<file path="config.mk">
export PLATFORM = sky130hd
export DESIGN_NAME = piece_move_scanner
export DESIGN_NICKNAME = d
export VERILOG_FILES = /design/src/rtl/piece_move_scanner.sv
export SDC_FILE = /design/constraint.sdc
export NUM_CORES = 1
export LEC_CHECK = 0
export CAP_MARGIN = 0
export CORE_UTILIZATION = 35
export CTS_CLUSTER_DIAMETER = 80
export CTS_CLUSTER_SIZE = 40
export DETAILED_ROUTE_END_ITERATION = 8
export RECOVER_POWER = 25
export SYNTH_ARGS = -nofsm -noshare
export SYNTH_HDL_FRONTEND = slang
export SYNTH_SLANG_ARGS = --single-unit
</file>
<file path="constraint.sdc">
create_clock -name clk -period 6.4 [get_ports clk]
set_input_delay 1.28 -clock clk [delete_from_list [all_inputs] [get_ports clk]]
set_output_delay 1.28 -clock clk [all_outputs]
set_load 0.005 [all_outputs]
</file>
<file path="src/rtl/piece_move_scanner.sv">
// Sequential pseudo-legal move generator for one square on a ROWS x COLS board.
// Reads one square per cycle; done pulses 2 + attempts cycles after start.
module piece_move_scanner #(
  parameter int ROWS = 8,
  parameter int COLS = 8,
  parameter int RW   = $clog2(ROWS),
  parameter int CW   = $clog2(COLS),
  parameter int NSQ  = ROWS * COLS,
  parameter int CNTW = $clog2(NSQ + 1)
) (
  input  logic            clk,
  input  logic            reset,
  input  logic            start,
  input  logic [RW-1:0]   src_row,
  input  logic [CW-1:0]   src_col,
  output logic [RW-1:0]   rd_row,
  output logic [CW-1:0]   rd_col,
  input  logic [4:0]      rd_piece,
  output logic            busy,
  output logic            done,
  output logic            err_empty,
  output logic [NSQ-1:0]  move_mask,
  output logic [CNTW-1:0] move_count
);

  localparam int IW = $clog2(NSQ);

  localparam logic [1:0] S_IDLE = 2'd0;
  localparam logic [1:0] S_SRC  = 2'd1;
  localparam logic [1:0] S_STEP = 2'd2;
  localparam logic [1:0] S_DONE = 2'd3;

  localparam logic [2:0] T_PAWN   = 3'd1;
  localparam logic [2:0] T_KNIGHT = 3'd2;
  localparam logic [2:0] T_BISHOP = 3'd3;
  localparam logic [2:0] T_ROOK   = 3'd4;
  localparam logic [2:0] T_QUEEN  = 3'd5;

  logic [1:0]      state_q, state_d;
  logic [RW-1:0]   src_row_q, src_row_d;
  logic [CW-1:0]   src_col_q, src_col_d;
  logic [RW-1:0]   pos_row_q, pos_row_d;
  logic [CW-1:0]   pos_col_q, pos_col_d;
  logic            colour_q, colour_d;
  logic [2:0]      type_q, type_d;
  logic [2:0]      dir_q, dir_d;
  logic            fwd1_q, fwd1_d;
  logic [NSQ-1:0]  mask_q, mask_d;
  logic [CNTW-1:0] count_q, count_d;
  logic            err_q, err_d;

  logic signed [2:0]    dr, dc;
  logic signed [RW+1:0] cand_row;
  logic signed [CW+1:0] cand_col;
  logic                 on_board;
  logic [IW-1:0]        sq_idx;
  logic                 pc_valid, tgt_empty, tgt_opp;
  logic                 sliding, last_dir, start_row;
  logic [2:0]           stride;
  logic                 take, adv;

  // Direction table: sliders and king share the N..NW ring; rook/bishop stride over it.
  always_comb begin
    dr = 3'sd0;
    dc = 3'sd0;
    case (type_q)
      T_PAWN: begin
        dr = colour_q ? 3'sd1 : -3'sd1;
        case (dir_q[1:0])
          2'd1:    dr = colour_q ? 3'sd2 : -3'sd2;
          2'd2:    dc = -3'sd1;
          2'd3:    dc = 3'sd1;
          default: dc = 3'sd0;
        endcase
      end
      T_KNIGHT: begin
        case (dir_q)
          3'd0:    begin dr = -3'sd2; dc = -3'sd1; end
          3'd1:    begin dr = -3'sd2; dc = 3'sd1;  end
          3'd2:    begin dr = -3'sd1; dc = -3'sd2; end
          3'd3:    begin dr = -3'sd1; dc = 3'sd2;  end
          3'd4:    begin dr = 3'sd1;  dc = -3'sd2; end
          3'd5:    begin dr = 3'sd1;  dc = 3'sd2;  end
          3'd6:    begin dr = 3'sd2;  dc = -3'sd1; end
          default: begin dr = 3'sd2;  dc = 3'sd1;  end
        endcase
      end
      default: begin
        case (dir_q)
          3'd0:    begin dr = -3'sd1; dc = 3'sd0;  end
          3'd1:    begin dr = -3'sd1; dc = 3'sd1;  end
          3'd2:    begin dr = 3'sd0;  dc = 3'sd1;  end
          3'd3:    begin dr = 3'sd1;  dc = 3'sd1;  end
          3'd4:    begin dr = 3'sd1;  dc = 3'sd0;  end
          3'd5:    begin dr = 3'sd1;  dc = -3'sd1; end
          3'd6:    begin dr = 3'sd0;  dc = -3'sd1; end
          default: begin dr = -3'sd1; dc = -3'sd1; end
        endcase
      end
    endcase
  end

  always_comb begin
    cand_row = $signed({2'b00, pos_row_q}) + (RW+2)'(dr);
    cand_col = $signed({2'b00, pos_col_q}) + (CW+2)'(dc);
    on_board = !cand_row[RW+1] && (cand_row < $signed((RW+2)'(ROWS))) &&
               !cand_col[CW+1] && (cand_col < $signed((CW+2)'(COLS)));
    sq_idx   = IW'(cand_row[RW-1:0]) * IW'(COLS) + IW'(cand_col[CW-1:0]);
  end

  always_comb begin
    pc_valid  = rd_piece[0] && (rd_piece[4:2] != 3'd0) && (rd_piece[4:2] != 3'd7);
    tgt_empty = !pc_valid;
    tgt_opp   = pc_valid && (rd_piece[1] != colour_q);
    sliding   = (type_q == T_BISHOP) || (type_q == T_ROOK) || (type_q == T_QUEEN);
    stride    = ((type_q == T_BISHOP) || (type_q == T_ROOK)) ? 3'd2 : 3'd1;
    last_dir  = (type_q == T_PAWN) ? (dir_q == 3'd3) :
                (type_q == T_ROOK) ? (dir_q == 3'd6) : (dir_q == 3'd7);
    start_row = colour_q ? (src_row_q == RW'(1)) : (src_row_q == RW'(ROWS - 2));
  end

  always_comb begin
    rd_row = '0;
    rd_col = '0;
    if (state_q == S_SRC) begin
      rd_row = src_row_q;
      rd_col = src_col_q;
    end else if ((state_q == S_STEP) && on_board) begin
      rd_row = cand_row[RW-1:0];
      rd_col = cand_col[CW-1:0];
    end
  end

  always_comb begin
    state_d   = state_q;
    src_row_d = src_row_q;
    src_col_d = src_col_q;
    pos_row_d = pos_row_q;
    pos_col_d = pos_col_q;
    colour_d  = colour_q;
    type_d    = type_q;
    dir_d     = dir_q;
    fwd1_d    = fwd1_q;
    mask_d    = mask_q;
    count_d   = count_q;
    err_d     = err_q;
    take      = 1'b0;
    adv       = 1'b0;
    case (state_q)
      S_IDLE, S_DONE: begin
        if (start) begin
          src_row_d = src_row;
          src_col_d = src_col;
          mask_d    = '0;
          count_d   = '0;
          err_d     = 1'b0;
          state_d   = S_SRC;
        end else begin
          state_d = S_IDLE;
        end
      end
      S_SRC: begin
        if (!pc_valid) begin
          err_d   = 1'b1;
          state_d = S_DONE;
        end else begin
          colour_d  = rd_piece[1];
          type_d    = rd_piece[4:2];
          dir_d     = (rd_piece[4:2] == T_BISHOP) ? 3'd1 : 3'd0;
          pos_row_d = src_row_q;
          pos_col_d = src_col_q;
          fwd1_d    = 1'b0;
          state_d   = S_STEP;
        end
      end
      S_STEP: begin
        if (!on_board) begin
          adv = 1'b1;
        end else if (type_q == T_PAWN) begin
          adv = 1'b1;
          case (dir_q[1:0])
            2'd0: begin
              take   = tgt_empty;
              fwd1_d = tgt_empty;
            end
            2'd1:    take = start_row && fwd1_q && tgt_empty;
            default: take = tgt_opp;
          endcase
        end else if (tgt_empty) begin
          take = 1'b1;
          if (sliding) begin
            pos_row_d = cand_row[RW-1:0];
            pos_col_d = cand_col[CW-1:0];
          end else begin
            adv = 1'b1;
          end
        end else begin
          take = tgt_opp;
          adv  = 1'b1;
        end
        if (take && !mask_q[sq_idx]) begin
          mask_d[sq_idx] = 1'b1;
          count_d        = count_q + CNTW'(1);
        end
        // A new direction always restarts its ray from the source square.
        if (adv) begin
          pos_row_d = src_row_q;
          pos_col_d = src_col_q;
          if (last_dir) state_d = S_DONE;
          else          dir_d   = dir_q + stride;
        end
      end
      default: state_d = S_IDLE;
    endcase
  end

  always_ff @(posedge clk) begin
    if (reset) begin
      state_q   <= S_IDLE;
      src_row_q <= '0;
      src_col_q <= '0;
      pos_row_q <= '0;
      pos_col_q <= '0;
      colour_q  <= 1'b0;
      type_q    <= 3'd0;
      dir_q     <= 3'd0;
      fwd1_q    <= 1'b0;
      mask_q    <= '0;
      count_q   <= '0;
      err_q     <= 1'b0;
    end else begin
      state_q   <= state_d;
      src_row_q <= src_row_d;
      src_col_q <= src_col_d;
      pos_row_q <= pos_row_d;
      pos_col_q <= pos_col_d;
      colour_q  <= colour_d;
      type_q    <= type_d;
      dir_q     <= dir_d;
      fwd1_q    <= fwd1_d;
      mask_q    <= mask_d;
      count_q   <= count_d;
      err_q     <= err_d;
    end
  end

  assign busy       = (state_q == S_SRC) || (state_q == S_STEP);
  assign done       = (state_q == S_DONE);
  assign err_empty  = err_q;
  assign move_mask  = mask_q;
  assign move_count = count_q;

endmodule

</file>
==> metrics.md <==
| Metric | Value |
|---|---|
| Status | finished, final reports clean |
| Ys flop type | dfxtp_1 |
| Synth area leader | dfxtp_1 |
| Library cells used by synthesis | 65 |
| Tot GR Track Use | between 20 and 25% |
| Yosys top cell area share | between 30% and 40% |
| DIE HEIGHT | 121.7 µm |
| Final Hold Fails | 0 |
| Flop pwr share | 34.6% |
| Fin area | 6342 µm² |
| Syn_nets | 653 |
| Largest cells by area after synthesis | dfxtp_1 38%, a31oi_1 8.5%, nor2_1 8.1% |
| RSZ-0062 raised after global routing | false |
| Fin nets | 720 |
| R2R setup slack | 880 ps |
| GP Congestion | 0.8390 |
| Total Power | 1866 µW |
| Tcrit/Tclk final | 93.98% |
| Largest net degree at the start of global routing | 70 |
| Die area | 14,820 µm² |
| Cell Int Power | 1151 µW |
| Max-slew headroom | 23.57% |
| Required time of the critical path | 5120 ps |
| Clock Tree Buf Depth | 2 |
| Fin. max-slew vios | 0 |
| R2R Path End | move_mask[18] |
| Pwr dens | 294.2 nW/µm² |
| EDFF count, synth | 0 |
| Post-cts hold buffer count | 0 |
| Initial Util | 36.01% |
| CP Max Fanout | 16 |
| H-tree levels | 3 |
| TritonCTS clock tree | done |
| Vias in the first global route | between 4,000 and 5,000 |
| R2R cell count | 17 |
| Ant diodes | 0 |
| Total core area | 13,930 µm² |
| Antenna viol nets, final | 0 |
| Share of cells above drive strength 1 | 6.522% |
| Post-DP HPWL | 10.85 mm |
| I/O pins | 94 |
| Net Sw Frac | 38.32% |
| Peak supply drop | around 0.14 mV |
| CP cell instances | inv_1 > ha_1 > a21oi_1 > o32a_1 > ha_1 > inv_1 > fa_1 > nand2b_1 > nor3_1 > a211o_1 > nand4b_1 > or3_1 > o21ai_0 > clkdlybuf4s50_1 |
| Final setup TNS | 0 ps |
| FF+latch count, synth | 94 |
| Synth-to-Final Area Change | 26.41% |
| Congestion Overflow GR | 0 |
| Iter 0 DRT Violations | approximately 450 |
| Max Clock Skew | between 5 and 6 ps |
| Syn Area/Cell | 8.106 µm² |
| Async S/R FF share, synth | 0% |
| Synth Instances | 619 |
| Port Buffers | 93 |
| CP Class | flop to output pin |
| DR DRC count | 0 |
| Tmin final | 6015 ps |
| Worst Setup Start Kind | flop |
| Post-synthesis sequential area ratio | 37.51% |
| Mapped cell area | 5017 µm² |
| Post-DR vias/cell | 5.653 |
| Worst Setup End Kind | output pin |
| CTS buffer count | 9 |
| Crit-path max cell delay | 670 ps |
| Area after DPL | about 6000 µm² |
| NetSw | 714.9 µW |
| MaxCap Viol Count | 0 |
| Combinational Power Share | 34.5% |
| WHS Path Cells | 2 |
| Std cell rows | 43 |
| Hold path startpoint | src_col_q[0] |
| Final WL | 15.44 mm |
| Critical path data arrival time | 4730 ps |
| Die span in x | between 100 and 150 µm |
| Hold WC Path Type | flop to flop |
| Slowest-stage cell, CP | dfxtp_1 |
| Clock power share | just over 30% |
| Max Freq | 0.1663 GHz |
| First-pass GRT wire length | 24.47 mm |
| Syn. warnings | 0 |
| Tightest Pin Transition | between 1000 and 1500 ps |
| First drt pass iteration count | 5 |
| Routed vias | 4,918 |
| CTS-repair resized insts | 0 |
| Clock Latency Late Sink | approximately 350 ps |
| CTS root buf | clkbuf_16 |
| Static Leak | 0.002330 µW |
| Clk slew on worst S/H paths | 70 ps |
| Worst hold path endpoint | src_col_q[0] |
| Postcts setup bufs | 0 |
| Clock sink count | 94 |
| RR Startpoint | dir_q[1] |
| Initial antenna violation count | 0 |
| DR WL/cell | 17.74 µm |
| Final setup violation count | 0 |
==> cells in the mapped netlist (4+ instances only) <==
master    count
a21oi_1      33
o21ai_0      25
mux4_2        4
mux2_2        6
xnor2_1       4
nand2_1      39
mux2i_1      13
nand4_1       7
inv_1        25
ha_1         17
buf_4         7
nor2_1      108
buf_2         7
clkbuf_1     30
dfxtp_1      94
a31oi_1      68
and2_1        4
and3_1       10
nand2b_1      8
nand3_1      22
nor3_1        9
a211oi_1      6
==> critical path, delay by kind of cell, from the launching register on <==
| kind | cells | cell delay [ps] |
|---|---|---|
| adders and majority gates | 3 | 970 |
| buffers and inverters | 3 | 850 |
| AOI/OAI and AO/OA | 4 | 730 |
| and+or+nand+nor | 4 | 1150 |
| DFF | 1 | 670 |
==> through the flow <==
stage / hold WS (ps) / setup slack (ps) / utilization [%] / instances
after detailed placement: 478.2 / 828.3 / 43.27 / 855
after CTS: 486.9 / 419.7 / 45.52 / 870
after floorplan: 445.9 / 1833 / - / 619
final: 484.3 / 385.0 / 45.52 / 870
after global routing: 518.7 / 113.2 / 45.52 / 870
after global placement: 472.3 / 910.2 / 43.27 / 855
==> cells by family after synthesis <==
| group | Yosys count | synth area share [%] |
|---|---|---|
| mux | 23 | 5.736 |
| simple gates | 228 | 20.95 |
| flops | 94 | 37.51 |
| compound gates | 173 | 22.19 |
| xor+xnor | 8 | 1.546 |
| fa+ha+maj | 20 | 5.436 |
| buf+inv | 73 | 6.633 |
==> registers in the layout, indices dropped and copies added, names as in the netlist <==
signal      count
colour_q        1
dir_q           3
err_empty       1
fwd1_q          1
move_count      7
move_mask      64
pos_col_q       3
pos_row_q       3
src_col_q       3
src_row_q       3
state_q         2
type_q          3
==> layer usage <==
metal  part of all wire, %  wire length [µm]  GRT usage [%]
met5                     0                 0              0
met4                   2.3               362          8.796
met3                   6.2               961          4.588
met1                    44              6844          27.87
met2                    47              7268          34.52
==> worst max-delay path by stage <==
stage / from / end / slack (ps) / cells past startpoint
after CTS: dir_q[1] / rd_col[2] / 420 / 14
after floorplan: dir_q[1] / rd_col[2] / 1830 / 14
after global placement: dir_q[1] / rd_col[2] / 910 / 14
final: dir_q[1] / rd_row[1] / 390 / 14
after detailed placement: dir_q[1] / rd_col[2] / 830 / 14
after global routing: dir_q[1] / rd_col[2] / 110 / 14
==> layout by cell type (no fill, tap or decap), types with 9 or more instances in the layout <==
| master | n |
|---|---|
| inv_1 | 25 |
| o21ai_0 | 25 |
| mux2i_1 | 13 |
| buf_4 | 11 |
| nor3_1 | 9 |
| dlygate4sd3_1 | 37 |
| nand2_1 | 39 |
| clkbuf_16 | 9 |
| a31oi_1 | 68 |
| and3_1 | 9 |
| dfxtp_1 | 94 |
| nor2_1 | 108 |
| a21oi_1 | 33 |
| nand3_1 | 22 |
| ha_1 | 17 |
| clkdlybuf4s50_1 | 56 |
==> power by group through the flow <==
stage               clock (µW)  sequential (µW)  combinational (µW)
CTS                        591              645                 640
global route               612              649                 705
floorplan                    0              638                 466
finish                     578              645                 643
global placement             0              657                 626
detailed placement           0              658                 638
==> layout make-up <==
class / instances / area, µm²
timing repair buffer: 104 / 1013
clock buffer: 10 / 229.0
sequential: 94 / 1882
inverter: 25 / 93.84
multi-input combinational: 452 / 2815
clock inverter: 5 / 83.83
fill: 1349 / 7592
tap: 180 / 225.2
No activity file was read; power rests on OpenSTA's default activity.
